## config.mk

```make
export PLATFORM = sky130hd
export DESIGN_NAME = sram32_master_flat
export DESIGN_NICKNAME = d
export VERILOG_FILES = /design/src/rtl/sram32_master_pkg.sv /design/src/rtl/sram32_master_if.sv /design/src/rtl/sram32_lane_align.sv /design/src/rtl/sram32_master.sv /design/src/flat_wrapper.sv
export SDC_FILE = /design/constraint.sdc
export NUM_CORES = 1
export LEC_CHECK = 0
export BUFFER_PORTS_ARGS = -buffer_cell sky130_fd_sc_hd__buf_2
export CAP_MARGIN = 20
export CORE_MARGIN = 2
export CORE_UTILIZATION = 39
export CTS_BUF_LIST = sky130_fd_sc_hd__clkbuf_16
export CTS_CLUSTER_DIAMETER = 40
export DETAILED_ROUTE_END_ITERATION = 8
export HOLD_SLACK_MARGIN = 0.15
export PLACE_DENSITY = 0.71
export SLEW_MARGIN = 20
export SYNTH_ARGS = -nofsm -noshare
export SYNTH_HDL_FRONTEND = slang
export SYNTH_HIERARCHICAL = 1
export SYNTH_SLANG_ARGS = --single-unit
```

## constraint.sdc

```tcl
create_clock -name i_clk -period 3.2 [get_ports i_clk]
set_clock_uncertainty 0.05 [all_clocks]
set_input_delay 0.32 -clock i_clk [delete_from_list [all_inputs] [get_ports i_clk]]
set_output_delay 0.32 -clock i_clk [all_outputs]
set_load 0.02 [all_outputs]
```

## src/rtl/sram32_master_pkg.sv

```systemverilog
// Shared encodings for the sram32_master block.
// Holds the request size codes and the 2-bit FSM state type used by the
// controller and its lane-alignment helper.
package sram32_master_pkg;

  localparam logic [1:0] SZ_BYTE = 2'd0;
  localparam logic [1:0] SZ_HALF = 2'd1;
  localparam logic [1:0] SZ_WORD = 2'd2;
  localparam logic [1:0] SZ_RSVD = 2'd3;

  typedef enum logic [1:0] {
    ST_IDLE   = 2'd0,
    ST_ACCESS = 2'd1,
    ST_WAIT   = 2'd2,
    ST_RESP   = 2'd3
  } state_t;

endpackage

```

## src/rtl/sram32_master_if.sv

```systemverilog
// Bundle of the core-side request/response channels and the SRAM port.
//   req_*  : core request (valid/ready), byte address, right-aligned wdata
//   rsp_*  : response (valid/ready), extended read data, error flag
//   sram_* : single-cycle strobes, lane enables, word address, wdata/rdata
// modport master : the controller's view
// modport slave  : the core + SRAM environment's view
interface sram32_master_if #(
  parameter int ADDR_WIDTH = 11
);
  logic                  req_valid;
  logic                  req_ready;
  logic                  req_we;
  logic [1:0]            req_size;
  logic                  req_signed;
  logic [ADDR_WIDTH+1:0] req_addr;
  logic [31:0]           req_wdata;

  logic                  rsp_valid;
  logic                  rsp_ready;
  logic [31:0]           rsp_rdata;
  logic                  rsp_err;

  logic                  sram_rd;
  logic                  sram_we;
  logic [3:0]            sram_byte_en;
  logic [ADDR_WIDTH-1:0] sram_addr;
  logic [31:0]           sram_wdata;
  logic [31:0]           sram_rdata;

  modport master (
    input  req_valid, req_we, req_size, req_signed, req_addr, req_wdata,
    input  rsp_ready, sram_rdata,
    output req_ready, rsp_valid, rsp_rdata, rsp_err,
    output sram_rd, sram_we, sram_byte_en, sram_addr, sram_wdata
  );

  modport slave (
    output req_valid, req_we, req_size, req_signed, req_addr, req_wdata,
    output rsp_ready, sram_rdata,
    input  req_ready, rsp_valid, rsp_rdata, rsp_err,
    input  sram_rd, sram_we, sram_byte_en, sram_addr, sram_wdata
  );
endinterface

```

## src/rtl/sram32_lane_align.sv

```systemverilog
// Combinational lane steering for the 32-bit SRAM port.
//   i_size, i_addr_lo : access size and low byte-address bits
//   i_signed          : sign-extend byte/half read data
//   i_wdata           : right-aligned write data
//   i_rdata           : raw SRAM word
//   o_byte_en         : lane enables
//   o_wdata           : lane-replicated write data
//   o_rdata           : selected lane shifted to bit 0 and extended
//   o_misalign        : access error (only with SRAM32_MASTER_ALIGN_CHK_EN)
// Without SRAM32_MASTER_ALIGN_CHK_EN the reserved size behaves as a word and
// misaligned low address bits are simply ignored.
module sram32_lane_align
  import sram32_master_pkg::*;
(
  input  logic [1:0]  i_size,
  input  logic [1:0]  i_addr_lo,
  input  logic        i_signed,
  input  logic [31:0] i_wdata,
  input  logic [31:0] i_rdata,
  output logic [3:0]  o_byte_en,
  output logic [31:0] o_wdata,
  output logic [31:0] o_rdata,
  output logic        o_misalign
);

  logic [7:0]  w_byte;
  logic [15:0] w_half;

  assign w_byte = i_rdata[{i_addr_lo, 3'b000} +: 8];
  assign w_half = i_addr_lo[1] ? i_rdata[31:16] : i_rdata[15:0];

  always_comb begin
    o_byte_en = 4'b1111;
    o_wdata   = i_wdata;
    o_rdata   = i_rdata;
    case (i_size)
      SZ_BYTE: begin
        o_byte_en = 4'b0001 << i_addr_lo;
        o_wdata   = {4{i_wdata[7:0]}};
        o_rdata   = {{24{i_signed & w_byte[7]}}, w_byte};
      end
      SZ_HALF: begin
        o_byte_en = i_addr_lo[1] ? 4'b1100 : 4'b0011;
        o_wdata   = {2{i_wdata[15:0]}};
        o_rdata   = {{16{i_signed & w_half[15]}}, w_half};
      end
      default: ;  // word (and reserved size treated as word)
    endcase
  end

`ifdef SRAM32_MASTER_ALIGN_CHK_EN
  assign o_misalign = (i_size == SZ_RSVD) ||
                      ((i_size == SZ_HALF) && i_addr_lo[0]) ||
                      ((i_size == SZ_WORD) && (i_addr_lo != 2'b00));
`else
  assign o_misalign = 1'b0;
`endif

endmodule

```

## src/rtl/sram32_master.sv

```systemverilog
// Initiator-side controller for a 32-bit byte-enabled synchronous SRAM.
// One request at a time walks IDLE -> ACCESS -> WAIT -> RESP -> IDLE; every
// output is a register.
//   i_clk   : clock, rising edge
//   i_rst_n : synchronous active-low reset
//   bus     : sram32_master_if.master (request, response and SRAM port)
// Optional macro SRAM32_MASTER_ALIGN_CHK_EN: misaligned / reserved-size
// requests suppress both strobes and respond with rsp_err=1, rsp_rdata=0.
module sram32_master
  import sram32_master_pkg::*;
#(
  parameter int ADDR_WIDTH = 11
) (
  input logic             i_clk,
  input logic             i_rst_n,
  sram32_master_if.master bus
);

  state_t                r_state, w_state;
  logic                  r_req_ready, w_req_ready;
  logic                  r_rsp_valid, w_rsp_valid;
  logic [31:0]           r_rsp_rdata, w_rsp_rdata;
  logic                  r_rsp_err, w_rsp_err;
  logic                  r_sram_rd, w_sram_rd;
  logic                  r_sram_we, w_sram_we;
  logic [3:0]            r_byte_en, w_byte_en;
  logic [ADDR_WIDTH-1:0] r_sram_addr, w_sram_addr;
  logic [31:0]           r_sram_wdata, w_sram_wdata;

  // latched request attributes needed for the response
  logic                  r_we, w_we;
  logic [1:0]            r_size, w_size;
  logic                  r_signed, w_signed;
  logic [1:0]            r_alo, w_alo;
  logic                  r_err, w_err;

  // Single aligner instance: in IDLE it looks at the incoming request to
  // build the SRAM outputs, afterwards at the latched request to extract
  // the read lane.
  logic                  w_idle;
  logic [1:0]            w_la_size, w_la_alo;
  logic                  w_la_signed, w_la_mis;
  logic [3:0]            w_la_be;
  logic [31:0]           w_la_wdata, w_la_rdata;

  assign w_idle      = (r_state == ST_IDLE);
  assign w_la_size   = w_idle ? bus.req_size      : r_size;
  assign w_la_alo    = w_idle ? bus.req_addr[1:0] : r_alo;
  assign w_la_signed = w_idle ? bus.req_signed    : r_signed;

  sram32_lane_align u_align (
    .i_size     (w_la_size),
    .i_addr_lo  (w_la_alo),
    .i_signed   (w_la_signed),
    .i_wdata    (bus.req_wdata),
    .i_rdata    (bus.sram_rdata),
    .o_byte_en  (w_la_be),
    .o_wdata    (w_la_wdata),
    .o_rdata    (w_la_rdata),
    .o_misalign (w_la_mis)
  );

  always_comb begin
    w_state      = r_state;
    w_req_ready  = r_req_ready;
    w_rsp_valid  = r_rsp_valid;
    w_rsp_rdata  = r_rsp_rdata;
    w_rsp_err    = r_rsp_err;
    w_sram_rd    = 1'b0;
    w_sram_we    = 1'b0;
    w_byte_en    = r_byte_en;
    w_sram_addr  = r_sram_addr;
    w_sram_wdata = r_sram_wdata;
    w_we         = r_we;
    w_size       = r_size;
    w_signed     = r_signed;
    w_alo        = r_alo;
    w_err        = r_err;
    case (r_state)
      ST_IDLE: begin
        // req_ready comes up one edge after reset release
        w_req_ready = 1'b1;
        if (bus.req_valid && r_req_ready) begin
          w_we         = bus.req_we;
          w_size       = bus.req_size;
          w_signed     = bus.req_signed;
          w_alo        = bus.req_addr[1:0];
          w_err        = w_la_mis;
          w_byte_en    = w_la_be;
          w_sram_addr  = bus.req_addr[ADDR_WIDTH+1:2];
          w_sram_wdata = w_la_wdata;
          w_sram_rd    = !bus.req_we && !w_la_mis;
          w_sram_we    =  bus.req_we && !w_la_mis;
          w_req_ready  = 1'b0;
          w_state      = ST_ACCESS;
        end
      end
      ST_ACCESS: w_state = ST_WAIT;
      ST_WAIT: begin
        // SRAM read data is valid during this cycle
        w_rsp_valid = 1'b1;
        w_rsp_rdata = (r_we || r_err) ? 32'h0 : w_la_rdata;
        w_rsp_err   = r_err;
        w_state     = ST_RESP;
      end
      ST_RESP: begin
        if (bus.rsp_ready) begin
          w_rsp_valid = 1'b0;
          w_req_ready = 1'b1;
          w_state     = ST_IDLE;
        end
      end
      default: w_state = ST_IDLE;
    endcase
  end

  always_ff @(posedge i_clk) begin
    if (!i_rst_n) begin
      r_state      <= ST_IDLE;
      r_req_ready  <= 1'b0;
      r_rsp_valid  <= 1'b0;
      r_rsp_rdata  <= '0;
      r_rsp_err    <= 1'b0;
      r_sram_rd    <= 1'b0;
      r_sram_we    <= 1'b0;
      r_byte_en    <= '0;
      r_sram_addr  <= '0;
      r_sram_wdata <= '0;
      r_we         <= 1'b0;
      r_size       <= SZ_BYTE;
      r_signed     <= 1'b0;
      r_alo        <= '0;
      r_err        <= 1'b0;
    end else begin
      r_state      <= w_state;
      r_req_ready  <= w_req_ready;
      r_rsp_valid  <= w_rsp_valid;
      r_rsp_rdata  <= w_rsp_rdata;
      r_rsp_err    <= w_rsp_err;
      r_sram_rd    <= w_sram_rd;
      r_sram_we    <= w_sram_we;
      r_byte_en    <= w_byte_en;
      r_sram_addr  <= w_sram_addr;
      r_sram_wdata <= w_sram_wdata;
      r_we         <= w_we;
      r_size       <= w_size;
      r_signed     <= w_signed;
      r_alo        <= w_alo;
      r_err        <= w_err;
    end
  end

  assign bus.req_ready    = r_req_ready;
  assign bus.rsp_valid    = r_rsp_valid;
  assign bus.rsp_rdata    = r_rsp_rdata;
  assign bus.rsp_err      = r_rsp_err;
  assign bus.sram_rd      = r_sram_rd;
  assign bus.sram_we      = r_sram_we;
  assign bus.sram_byte_en = r_byte_en;
  assign bus.sram_addr    = r_sram_addr;
  assign bus.sram_wdata   = r_sram_wdata;

endmodule

```

## src/flat_wrapper.sv

```systemverilog
// flat-port wrapper written by rule: the top's interface ports become plain ports
module sram32_master_flat import sram32_master_pkg::*;
#(
  parameter int ADDR_WIDTH = 11
)
  (i_clk, i_rst_n, bus_req_valid, bus_req_we, bus_req_size, bus_req_signed, bus_req_addr, bus_req_wdata, bus_rsp_ready, bus_sram_rdata, bus_req_ready, bus_rsp_valid, bus_rsp_rdata, bus_rsp_err, bus_sram_rd, bus_sram_we, bus_sram_byte_en, bus_sram_addr, bus_sram_wdata);
  sram32_master_if #(.ADDR_WIDTH(ADDR_WIDTH)) bus_i ();
  input logic i_clk;
  input logic i_rst_n;
  input wire logic [$bits(bus_i.req_valid)-1:0] bus_req_valid;
  input wire logic [$bits(bus_i.req_we)-1:0] bus_req_we;
  input wire logic [$bits(bus_i.req_size)-1:0] bus_req_size;
  input wire logic [$bits(bus_i.req_signed)-1:0] bus_req_signed;
  input wire logic [$bits(bus_i.req_addr)-1:0] bus_req_addr;
  input wire logic [$bits(bus_i.req_wdata)-1:0] bus_req_wdata;
  input wire logic [$bits(bus_i.rsp_ready)-1:0] bus_rsp_ready;
  input wire logic [$bits(bus_i.sram_rdata)-1:0] bus_sram_rdata;
  output wire logic [$bits(bus_i.req_ready)-1:0] bus_req_ready;
  output wire logic [$bits(bus_i.rsp_valid)-1:0] bus_rsp_valid;
  output wire logic [$bits(bus_i.rsp_rdata)-1:0] bus_rsp_rdata;
  output wire logic [$bits(bus_i.rsp_err)-1:0] bus_rsp_err;
  output wire logic [$bits(bus_i.sram_rd)-1:0] bus_sram_rd;
  output wire logic [$bits(bus_i.sram_we)-1:0] bus_sram_we;
  output wire logic [$bits(bus_i.sram_byte_en)-1:0] bus_sram_byte_en;
  output wire logic [$bits(bus_i.sram_addr)-1:0] bus_sram_addr;
  output wire logic [$bits(bus_i.sram_wdata)-1:0] bus_sram_wdata;
  assign bus_i.req_valid = bus_req_valid;
  assign bus_i.req_we = bus_req_we;
  assign bus_i.req_size = bus_req_size;
  assign bus_i.req_signed = bus_req_signed;
  assign bus_i.req_addr = bus_req_addr;
  assign bus_i.req_wdata = bus_req_wdata;
  assign bus_i.rsp_ready = bus_rsp_ready;
  assign bus_i.sram_rdata = bus_sram_rdata;
  assign bus_req_ready = bus_i.req_ready;
  assign bus_rsp_valid = bus_i.rsp_valid;
  assign bus_rsp_rdata = bus_i.rsp_rdata;
  assign bus_rsp_err = bus_i.rsp_err;
  assign bus_sram_rd = bus_i.sram_rd;
  assign bus_sram_we = bus_i.sram_we;
  assign bus_sram_byte_en = bus_i.sram_byte_en;
  assign bus_sram_addr = bus_i.sram_addr;
  assign bus_sram_wdata = bus_i.sram_wdata;
  sram32_master #(.ADDR_WIDTH(ADDR_WIDTH)) u_core (.i_clk(i_clk), .i_rst_n(i_rst_n), .bus(bus_i));
endmodule
```

==> results of run 1 <==
## cells in the final DEF, fill, tap and decap left out, drive strengths merged, types with 2 or more instances in the layout
cell         count
mux2            22
o221ai           8
inv              5
dlygate4sd3      5
mux2i           19
ha               3
a21boi          54
o22a             2
nand2          129
and2b            5
or2              2
o21a             2
a221o            7
bufinv           4
nor2b           81
buf            180
a21oi           35
clkbuf           9
o22ai           16
o21bai           4
nor2            10
dfxtp           93
o21ai            8
a22oi            8
## cell families (layout without fill, tap and decap cells)
kind of cell / count (synthesis) / after routing / synth area share
AOI/OAI and AO/OA: 147 / 147 / 0.206
adders and majority gates: 3 / 3 / 0.00751
buffers and inverters: 63 / 204 / 0.0833
DFF: 93 / 93 / 0.372
muxes: 42 / 42 / 0.0981
other: 1 / 1 / 0.000750
and+or+nand+nor: 236 / 236 / 0.232
## power breakdown
part	leakage [nW]	switching, W	internal [W]
Clock	0.174	0.000442	0.000833
Combinational	1.79	0.00129	0.000834
Sequential	0.755	0.000103	0.00135
## synth_stat cells (all sizes together), types with 2 or more instances
cell    count  area (sq um)
o22a        2          17.5
and2b       5          37.5
clkbuf     20          75.1
o21a        2          15.0
ha          3          37.5
o21bai      4          33.8
o22ai      16           100
inv         4          15.0
o221ai      8          70.1
or2         2          12.5
nor2       10          37.5
mux2       22           278
a22oi       8          60.1
nand2     129           484
dfxtp      93          1860
a21oi      35           175
a221o       7          70.1
nor2b      81           507
a21boi     54           405
mux2i      19           190
o21ai       8          40.0
buf        39           327
## per-layer routing
layer | GRT usage | up-vias | part of all wire
li1 | - | 2242 | -
met1 | 0.280 | 2076 | 0.46
met2 | 0.296 | 161 | 0.44
met3 | 0.0577 | 27 | 0.069
met4 | 0.0824 | 0 | 0.024
met5 | 0 | - | 0
## cell type report
type                       count  area share
multi-input combinational    429       0.443
timing repair buffer         185       0.159
clock inverter                 6      0.0207
clock buffer                   9      0.0366
tap                          172      0.0350
sequential                    93       0.303
inverter                       4     0.00244
## how the worst max path moves through the flow
stage	depth (start not counted)	from	endpoint
detailed placement	8	u_core/r_state[0]	u_core/bus.rsp_rdata[16]
finish	8	u_core/r_state[0]	u_core/bus.rsp_rdata[30]
floorplan	11	u_core/r_state[0]	u_core/bus.rsp_rdata[21]
global route	8	u_core/r_state[0]	u_core/bus.rsp_rdata[30]
global placement	8	u_core/r_state[0]	u_core/bus.rsp_rdata[28]
CTS	8	u_core/r_state[0]	u_core/bus.rsp_rdata[30]
## per-stage QoR
stage | cell area, sq um | total power [W] | std cells | hold WS (ns)
2_1_floorplan | 5000 | 0.00316 | 585 | 0.347
3_3_place_gp | 5750 | 0.00356 | 878 | 0.389
3_5_place_dp | 5750 | 0.00358 | 878 | 0.393
4_1_cts | 6150 | 0.00487 | 898 | 0.153
5_1_grt | 6150 | 0.00516 | 898 | 0.169
6_report | 6150 | 0.00485 | 898 | 0.161
## worst register-to-register path: cells and delay by family (launching register included)
| kind | cells | cell delay [ns] |
|---|---|---|
| compound gates | 3 | 0.80 |
| fa+ha+maj | 1 | 0.39 |
| flops | 1 | 0.33 |
| buf+inv | 1 | 0.08 |
| mux | 2 | 0.92 |
| simple gates | 1 | 0.07 |
## timing repair
item                                   CTS  global route
endpoints found under the hold margin    5             0
buffers inserted                         0             0
hold buffers                             5             0
## registers in the layout, indices dropped and copies added (netlist names), 2 cells and up
name	cells
u_core/bus.rsp_rdata	32
u_core/r_size	2
u_core/r_alo	2
u_core/bus.sram_byte_en	4
u_core/r_state	2
u_core/bus.sram_addr	11
u_core/bus.sram_wdata	32
==> metrics, run 1 <==
CTS tree=done; Crit path required time=around 3.4 ns; fin crit period=2.75 ns; flip-flop cell with the highest count after synthesis=sky130_fd_sc_hd__dfxtp_1; Max Buffers Root-to-Sink=2; total wirelength of the detailed-routed design=between 10,000 and 15,000 um; Post-Syn Nets=673; reported leakage power=between 2 and 3 nW; synthesis-stage register bit count=a little over 90; Crit path max-delay family=multiplexers; post-CTS sizing=0; wire per inst=15.4 um; flip-flop and latch area=~0.0019 sq mm; ant diodes=0; fillcell total=between 1,000 and 1,500; min-delay worst type=in -> reg; Critical Path Slowest Stage Cell=sky130_fd_sc_hd__mux2_2; H-Tree Depth=3; share of the yosys chip area belonging to registers=0.372; RSZ-0062 raised after global routing=no; count of unresolved DRC violations after routing=0; initial drt markers=348; share of async-settable or async-resettable flops after synthesis=0; Setup violations, final=0; effective utilization at floorplan=0.398; max-cap violation count=0; final hold violations=0; Final Net Count=~800; number of distinct standard cells referenced by the synthesized netlist=43; fraction of final layout cells sized beyond drive strength 1=0.311; R2R Setup Slk=0.45 ns; hold-critical path endpoint=u_core/bus.sram_addr[8]; sum of buffers and inverters on the critical path=1; maximum net fanout on the critical path=16; number of synthesized flops with an enable pin=0; area of the placeable core=between 0.01 and 0.015 sq mm; number of warnings printed during yosys synthesis=6; overall track demand over capacity in global routing=0.203; ports placed on the boundary=around 170; Area Growth Syn to Fin=23.1%; latest clock arrival within the worst-skew pair=roughly 0.34 ns; hold path startpoint=bus_req_addr[10]; power density over the cells=788 mW/mm^2; max_slew headroom=0.517; critical path start-end classification=reg -> reg; crit path setup slack, layout=approximately 0.45 ns; first-pass GRT wire length=between 20,000 and 25,000 um; router iterations before antenna repair=5; cell chosen for the clock root=sky130_fd_sc_hd__clkbuf_16; peak per-stage delay on the critical path=between 0.5 and 0.6 ns; run status=completed; area of the multi-input gates=0.00273 sq mm; maximum number of pins on one net before global-route repair=56; post-DR vias/cell=between 5 and 6; transition at the pin with the smallest max-transition slack=slightly above 0.7 ns; synthesized area divided by synthesized cell count=around 8.5 sq um; post-synthesis cell area=between 0.005 and 0.006 sq mm; gpl congestion=0.872; antenna viol nets, final=0; Worst setup SP type=register; end-of-flow core utilization=0.490; max-slew violation count=0; clock net sink count=93; aggregate negative setup slack=0 ns; Total Die Area=0.0137 sq mm; clock-pin slew on the worst setup and hold paths=around 0.060 ns; worst hold path stage count=3; count of buffers from port buffering=roughly 170; Horiz. Die Dim=117 um; largest voltage drop on the vdd net=approximately 0.00029 V; fmax=0.364 GHz; Critical Path End Type=register; overflow left after global routing=0; via count=approximately 4,500; data arrival time of the worst path=about 2.9 ns; DIE HEIGHT=117 um; count of mapped cells out of synthesis=just under 600; Worst Setup Slack post-DPL=0.491 ns; row count=41; logic depth of the worst register-to-register path=8; CTS Buf Count=9; via count of the first global-routing pass=roughly 4,200; half-perimeter wire length after detailed placement=roughly 9700 um; initial antenna violation count=0; Final period util=0.858; reg-to-reg critical path startpoint=u_core/r_state[0]; Cell Chain, Critical Path=inv_1 > ha_1 > mux2_2 > mux2_4 > a31oi_4 > o22ai_1 > a21oi_1 > nor2b_1; Reg2Reg Capture Point=u_core/bus.rsp_rdata[30]
(Power assumes the default switching activity.)
==> run 2: changes to the inputs <==
--- a/config.mk
+++ b/config.mk
@@ -7,13 +7,14 @@
 export LEC_CHECK = 0
 export BUFFER_PORTS_ARGS = -buffer_cell sky130_fd_sc_hd__buf_2
 export CAP_MARGIN = 20
-export CORE_MARGIN = 2
-export CORE_UTILIZATION = 39
+export CORE_MARGIN = 3
+export CORE_UTILIZATION = 51
 export CTS_BUF_LIST = sky130_fd_sc_hd__clkbuf_16
 export CTS_CLUSTER_DIAMETER = 40
 export DETAILED_ROUTE_END_ITERATION = 8
 export HOLD_SLACK_MARGIN = 0.15
-export PLACE_DENSITY = 0.71
+export PLACE_DENSITY = 0.87
+export REMOVE_ABC_BUFFERS = 1
 export SLEW_MARGIN = 20
 export SYNTH_ARGS = -nofsm -noshare
 export SYNTH_HDL_FRONTEND = slang
==> run 2 against run 1 <==
Cell count fell by 5.3%. Critical path depth stayed put. Via count rose by 1.0%. Die area down 20%. Power down 3.1%. Utilization up 15 points. Sequential power about the same. Clock-buffer cell count stayed put. Non-clock buffer count shrank 7. First-iteration DRC count fell by 16%. Largest cell class unchanged. Highest routed layer unchanged.
==> metrics, run 2 (synthesis results as in run 1) <==
count of buffers from port buffering=168 (unchanged); Cell Chain, Critical Path=inv_1 > ha_1 > mux2_2 > mux2i_1 > o22a_1 > o22ai_1 > a21oi_1 > nor2b_1; first-pass GRT wire length=21,500 um (-0.54%); run status=completed; post-DR vias/cell=5.36 (+6.7%); Reg2Reg Capture Point=u_core/bus.rsp_rdata[23]; wire per inst=16.0 um (+3.7%); latest clock arrival within the worst-skew pair=0.33 ns (about the same); overall track demand over capacity in global routing=0.237 (+0.0342); row count=35 (-15%); hold-critical path endpoint=u_core/bus.sram_addr[6]; reported leakage power=2.67 nW (-1.6%); R2R Setup Slk=0.35 ns (-0.10 ns); Final period util=0.890 (+0.0314); max-slew violation count=0 (unchanged); most common library cell in the layout ignoring fill and taps=sky130_fd_sc_hd__buf_2; maximum number of pins on one net before global-route repair=54 (-3.6%); via count=4,553 (+1.0%); max-cap violation count=0 (unchanged); area of the placeable core=0.00937 sq mm (-25%); via count of the first global-routing pass=4,448 (+6.6%); H-Tree Depth=3 (unchanged); largest voltage drop on the vdd net=0.000433 V (+52%); Crit path required time=3.38 ns (about the same); cell chosen for the clock root=sky130_fd_sc_hd__clkbuf_16; overflow left after global routing=0 (unchanged); initial antenna violation count=1 (+1); Worst setup SP type=register; Critical Path End Type=register; fmax=0.351 GHz (-3.5%); ports placed on the boundary=169 (unchanged); fin crit period=2.85 ns (+0.101 ns); total wirelength of the detailed-routed design=13,600 um (-1.8%); cell count after placement=832 (-5.2%); gpl congestion=0.924 (+6.0%); fillcell total=829 (-34%); number of standard cells in the layout, taps in and fillers out=850 (-5.3%); final worst hold slack=0.167 ns (+0.00601 ns); end-of-flow core utilization=0.641 (+0.151); aggregate negative setup slack=0 ns (unchanged); peak per-stage delay on the critical path=0.76 ns (+0.21 ns); antenna viol nets, final=0 (unchanged); power density over the cells=783 mW/mm^2 (-0.72%); count of unresolved DRC violations after routing=0 (unchanged); Area Growth Syn to Fin=20.1%; DIE HEIGHT=105 um (-10%); hold path startpoint=bus_req_addr[8]; clock net sink count=93 (unchanged); worst hold path stage count=3 (unchanged); Critical Path Slowest Stage Cell=sky130_fd_sc_hd__o22a_1; RSZ-0062 raised after global routing=no; Final Net Count=803 (-0.86%); post-CTS sizing=0 (unchanged); CTS Buf Count=9 (unchanged); max_slew headroom=0.404 (-0.113); initial drt markers=292 (-16%); Total Die Area=0.0110 sq mm (-20%); maximum net fanout on the critical path=24 (+8); effective utilization at floorplan=0.534 (+0.136); half-perimeter wire length after detailed placement=9480 um (-2.3%); data arrival time of the worst path=3.03 ns (+0.10 ns); min-delay worst type=in -> reg; final hold violations=0 (unchanged); Setup violations, final=0 (unchanged); router iterations before antenna repair=5 (unchanged); reg-to-reg critical path startpoint=u_core/r_state[0]; transition at the pin with the smallest max-transition slack=0.894 ns (+0.169 ns); fraction of final layout cells sized beyond drive strength 1=0.313 (+0.00121); clock-pin slew on the worst setup and hold paths=0.07 ns (about the same); CTS tree=done; most used cells in the layout excluding fill and tap cells=168 x sky130_fd_sc_hd__buf_2, 129 x sky130_fd_sc_hd__nand2_1, 93 x sky130_fd_sc_hd__dfxtp_1; Horiz. Die Dim=105 um (-10%); critical path start-end classification=reg -> reg; Max Buffers Root-to-Sink=2 (unchanged); logic depth of the worst register-to-register path=8 (unchanged)
-- run 2: worst max path at each step --
| stage | startpoint | slack, ns | endpoint | cells past startpoint |
|---|---|---|---|---|
| after floorplan | u_core/r_state[0] | 0.32 | u_core/bus.sram_wdata[8] | 7 |
| after global placement | u_core/r_state[0] | 0.57 | u_core/bus.rsp_rdata[26] | 8 |
| after detailed placement | u_core/r_state[0] | 0.46 | u_core/bus.rsp_rdata[23] | 8 |
| after CTS | u_core/r_state[0] | 0.40 | u_core/bus.rsp_rdata[21] | 8 |
| after global routing | u_core/r_state[0] | 0.23 | u_core/bus.rsp_rdata[14] | 8 |
| final | u_core/r_state[0] | 0.35 | u_core/bus.rsp_rdata[23] | 8 |
-- run 2: metrics by stage --
| stage | setup slack, ns | power, W | area (sq um) |
|---|---|---|---|
| floorplan | 0.315 | 0.00292 | 4600 |
| detailed placement | 0.458 | 0.00355 | 5680 |
| CTS | 0.402 | 0.00471 | 6000 |
| global placement | 0.569 | 0.00349 | 5680 |
| finish | 0.353 | 0.00470 | 6000 |
| global route | 0.235 | 0.00496 | 6000 |
-- run 2: cell type report --
class / count / area (sq um) / area share
multi-input cells: 429 / 2730 / 0.454
flip-flops and latches: 93 / 1860 / 0.310
repair buffers: 178 / 918 / 0.153
clock buffers: 9 / 225 / 0.0375
well taps: 129 / 161 / 0.0269
clock inverters: 7 / 91.3 / 0.0152
inverters: 4 / 15.0 / 0.00250
diodes: 1 / 2.50 / 0.000417
-- run 2: what timing repair did --
| item | 4_1_cts | 5_1_grt |
|---|---|---|
| buffers inserted | 0 | 0 |
| endpoints found under the hold margin | 1 | 0 |
| hold buffers | 1 | 0 |
-- run 2: layer usage --
metal	GRT usage	up-vias	share of wire
li1	-	2227	-
met1	0.286	2129	0.42
met2	0.412	163	0.51
met3	0.0358	34	0.045
met4	0.112	0	0.030
met5	0	-	0
-- run 2: report_power, final --
group | total, W | internal (W) | switching [W]
Sequential | 0.00146 | 0.00135 | 0.000105
Combinational | 0.00211 | 0.000814 | 0.00129
Clock | 0.00113 | 0.000682 | 0.000452
-- run 2: worst max-delay path: cells and delay by family, from the launching register on --
| kind | cells | cell delay [ns] |
|---|---|---|
| mux | 2 | 0.66 |
| buf+inv | 1 | 0.08 |
| flops | 1 | 0.33 |
| fa+ha+maj | 1 | 0.41 |
| simple gates | 1 | 0.06 |
| compound gates | 3 | 1.16 |
==> run 3: changes to the inputs <==
==> constraint.sdc (replaced) <==
create_clock -name i_clk -period 3.2 [get_ports i_clk]
set_clock_uncertainty 0.05 [all_clocks]
set_input_delay 0.16 -clock i_clk [delete_from_list [all_inputs] [get_ports i_clk]]
set_output_delay 0.16 -clock i_clk [all_outputs]
set_load 0.02 [all_outputs]
==> run 3 against run 2 <==
Hold slack got worse by 0.0044 ns. Critical endpoint is now u_core/bus.rsp_rdata[31]. Sequential cell count did not move. Wire length rose by 3.9%. Combinational power rose by 2%. Clock power fell by 16%. Worst setup slack got worse by 0.047 ns. Utilization rose by 2.2 points. Fmax fell by 1.6%. Register-to-register slack got worse by 0.05 ns. Global-route usage rose by 1.6 points. Via count rose by 3.9%. First-iteration DRC count rose by 0.34%.
==> metrics, run 3 (synthesis results as in run 1) <==
power density over the cells=733 mW/mm^2 (-6.3%); fillcell total=785 (-5.3%); ant diodes=0 (-1); clock net sink count=93 (unchanged); gpl congestion=0.919 (-0.52%); via count of the first global-routing pass=4,689 (+5.4%); setup bufs post-CTS=0 (unchanged); final hold violations=0 (unchanged); effective utilization at floorplan=0.534 (unchanged); run status=completed; Setup violations, final=0 (unchanged); reported leakage power=2.76 nW (+3.1%); R2R Setup Slk=0.31 ns (-0.05 ns); H-Tree Depth=3 (unchanged); overall track demand over capacity in global routing=0.253 (+0.0161); post-DR vias/cell=5.40 (+0.90%); router iterations before antenna repair=5 (unchanged); aggregate negative setup slack=0 ns (unchanged); post-CTS sizing=0 (unchanged); row count=35 (unchanged); max-cap violation count=0 (unchanged); most common library cell in the layout ignoring fill and taps=sky130_fd_sc_hd__buf_2; overflow left after global routing=0 (unchanged); Worst setup SP type=register; area of the multi-input gates=0.00273 sq mm (unchanged); sw frac=0.406 (+0.0123); crit path setup slack, layout=0.307 ns (-0.0467 ns); fraction of final layout cells sized beyond drive strength 1=0.299 (-0.0136); Horiz. Die Dim=105 um (unchanged); half-perimeter wire length after detailed placement=9590 um (+1.1%); wire per inst=16.1 um (+0.94%); initial drt markers=293 (+0.34%); largest voltage drop on the vdd net=0.000387 V (-11%); final worst hold slack=0.162 ns (-0.00440 ns); first-pass GRT wire length=23,100 um (+7.4%); reg-to-reg critical path startpoint=u_core/r_state[0]; Seq pwr share=0.320 (+0.010); maximum net fanout on the critical path=24 (unchanged); cell chosen for the clock root=sky130_fd_sc_hd__clkbuf_16; antenna viol nets, final=0 (unchanged); Switching Power=0.00185 W (about the same); data arrival time of the worst path=3.06 ns (+0.03 ns); hold path startpoint=bus_req_wdata[31]; logic depth of the worst register-to-register path=8 (unchanged); count of buffers from port buffering=168 (unchanged); Total Power Consumption=0.00455 W (-3.1%); CTS Buf Count=9 (unchanged); Worst Setup Slack post-DPL=0.398 ns (-0.0595 ns); ports placed on the boundary=169 (unchanged); worst hold path stage count=5 (+2); maximum number of pins on one net before global-route repair=57 (+5.6%); number of buffers inserted by hold repair at cts=27 (+26); fin crit period=2.89 ns (+0.0467 ns); cell-internal power=0.00270 W (-5.1%); clock group share of total power=0.208 (-0.033); fmax=0.346 GHz (-1.6%); min-delay worst type=in -> reg; most used cells in the layout excluding fill and tap cells=168 x sky130_fd_sc_hd__buf_2, 129 x sky130_fd_sc_hd__nand2_1, 93 x sky130_fd_sc_hd__dfxtp_1; critical path start-end classification=reg -> reg; CTS tree=done; max_slew headroom=0.403 (-0.00114); transition at the pin with the smallest max-transition slack=0.895 ns (+0.00171 ns); Final period util=0.904 (+0.0146); via count=4,729 (+3.9%); max-slew violation count=0 (unchanged); Total Die Area=0.0110 sq mm (unchanged); Gate power share=0.471 (+0.023); Crit path required time=3.37 ns (about the same); total wirelength of the detailed-routed design=14,100 um (+3.9%); clock-pin slew on the worst setup and hold paths=0.06 ns (about the same); end-of-flow core utilization=0.662 (+0.0216); DIE HEIGHT=105 um (unchanged); latest clock arrival within the worst-skew pair=0.33 ns (about the same); Max Buffers Root-to-Sink=2 (unchanged); Final Net Count=829 (+3.2%); count of unresolved DRC violations after routing=0 (unchanged); RSZ-0062 raised after global routing=no; flip-flop and latch area=0.00186 sq mm (unchanged); initial antenna violation count=0 (-1); hold-critical path endpoint=u_core/bus.sram_wdata[31]; Reg2Reg Capture Point=u_core/bus.rsp_rdata[31]; Critical Path End Type=register; Area Growth Syn to Fin=24.1%; area of the placeable core=0.00937 sq mm (unchanged)
[run 3: per-layer routing]
metal / part of all wire / track usage
met5: 0 / 0
met1: 0.41 / 0.306
met3: 0.047 / 0.0303
met4: 0.041 / 0.126
met2: 0.50 / 0.441
[run 3: area by class of cell]
type / count / area share
multi-input combinational: 429 / 0.440
sequential: 93 / 0.300
timing repair buffer: 204 / 0.190
clock buffer: 9 / 0.0363
tap: 129 / 0.0260
clock inverter: 7 / 0.00585
inverter: 4 / 0.00242
[run 3: worst max-delay path, cell delays in order, from the launching register on]
cell and delay [ns]:
sky130_fd_sc_hd__dfxtp_1 0.33, sky130_fd_sc_hd__inv_1 0.10, sky130_fd_sc_hd__ha_1 0.42, sky130_fd_sc_hd__mux2_2 0.46, sky130_fd_sc_hd__mux2i_1 0.19, sky130_fd_sc_hd__o22a_1 0.76, sky130_fd_sc_hd__o22ai_1 0.17, sky130_fd_sc_hd__a21oi_1 0.23
sky130_fd_sc_hd__nor2b_1 0.07
[run 3: power by group through the flow]
stage / Clock [W] / Sequential, W / Combinational [W]
floorplan: 0 / 0.00168 / 0.00124
global placement: 0 / 0.00147 / 0.00202
detailed placement: 0 / 0.00148 / 0.00209
CTS: 0.000964 / 0.00146 / 0.00213
global route: 0.00103 / 0.00148 / 0.00233
finish: 0.000949 / 0.00146 / 0.00215
[run 3: per-stage QoR]
step                cell area, sq um  instances
global placement                5680        832
global route                    6210        875
detailed placement              5680        832
floorplan                       4600        526
CTS                             6210        875
finish                          6210        875
[run 3: worst max-delay path by stage]
stage | start | endpoint | slack, ns | depth (start not counted)
2_1_floorplan | u_core/r_state[0] | u_core/bus.sram_wdata[8] | 0.32 | 7
3_3_place_gp | u_core/r_state[0] | u_core/bus.rsp_rdata[26] | 0.56 | 8
3_5_place_dp | u_core/r_state[0] | u_core/bus.rsp_rdata[18] | 0.40 | 8
4_1_cts | u_core/r_state[0] | u_core/bus.rsp_rdata[31] | 0.35 | 8
5_1_grt | u_core/r_state[0] | u_core/bus.rsp_rdata[9] | 0.07 | 8
6_report | u_core/r_state[0] | u_core/bus.rsp_rdata[31] | 0.31 | 8
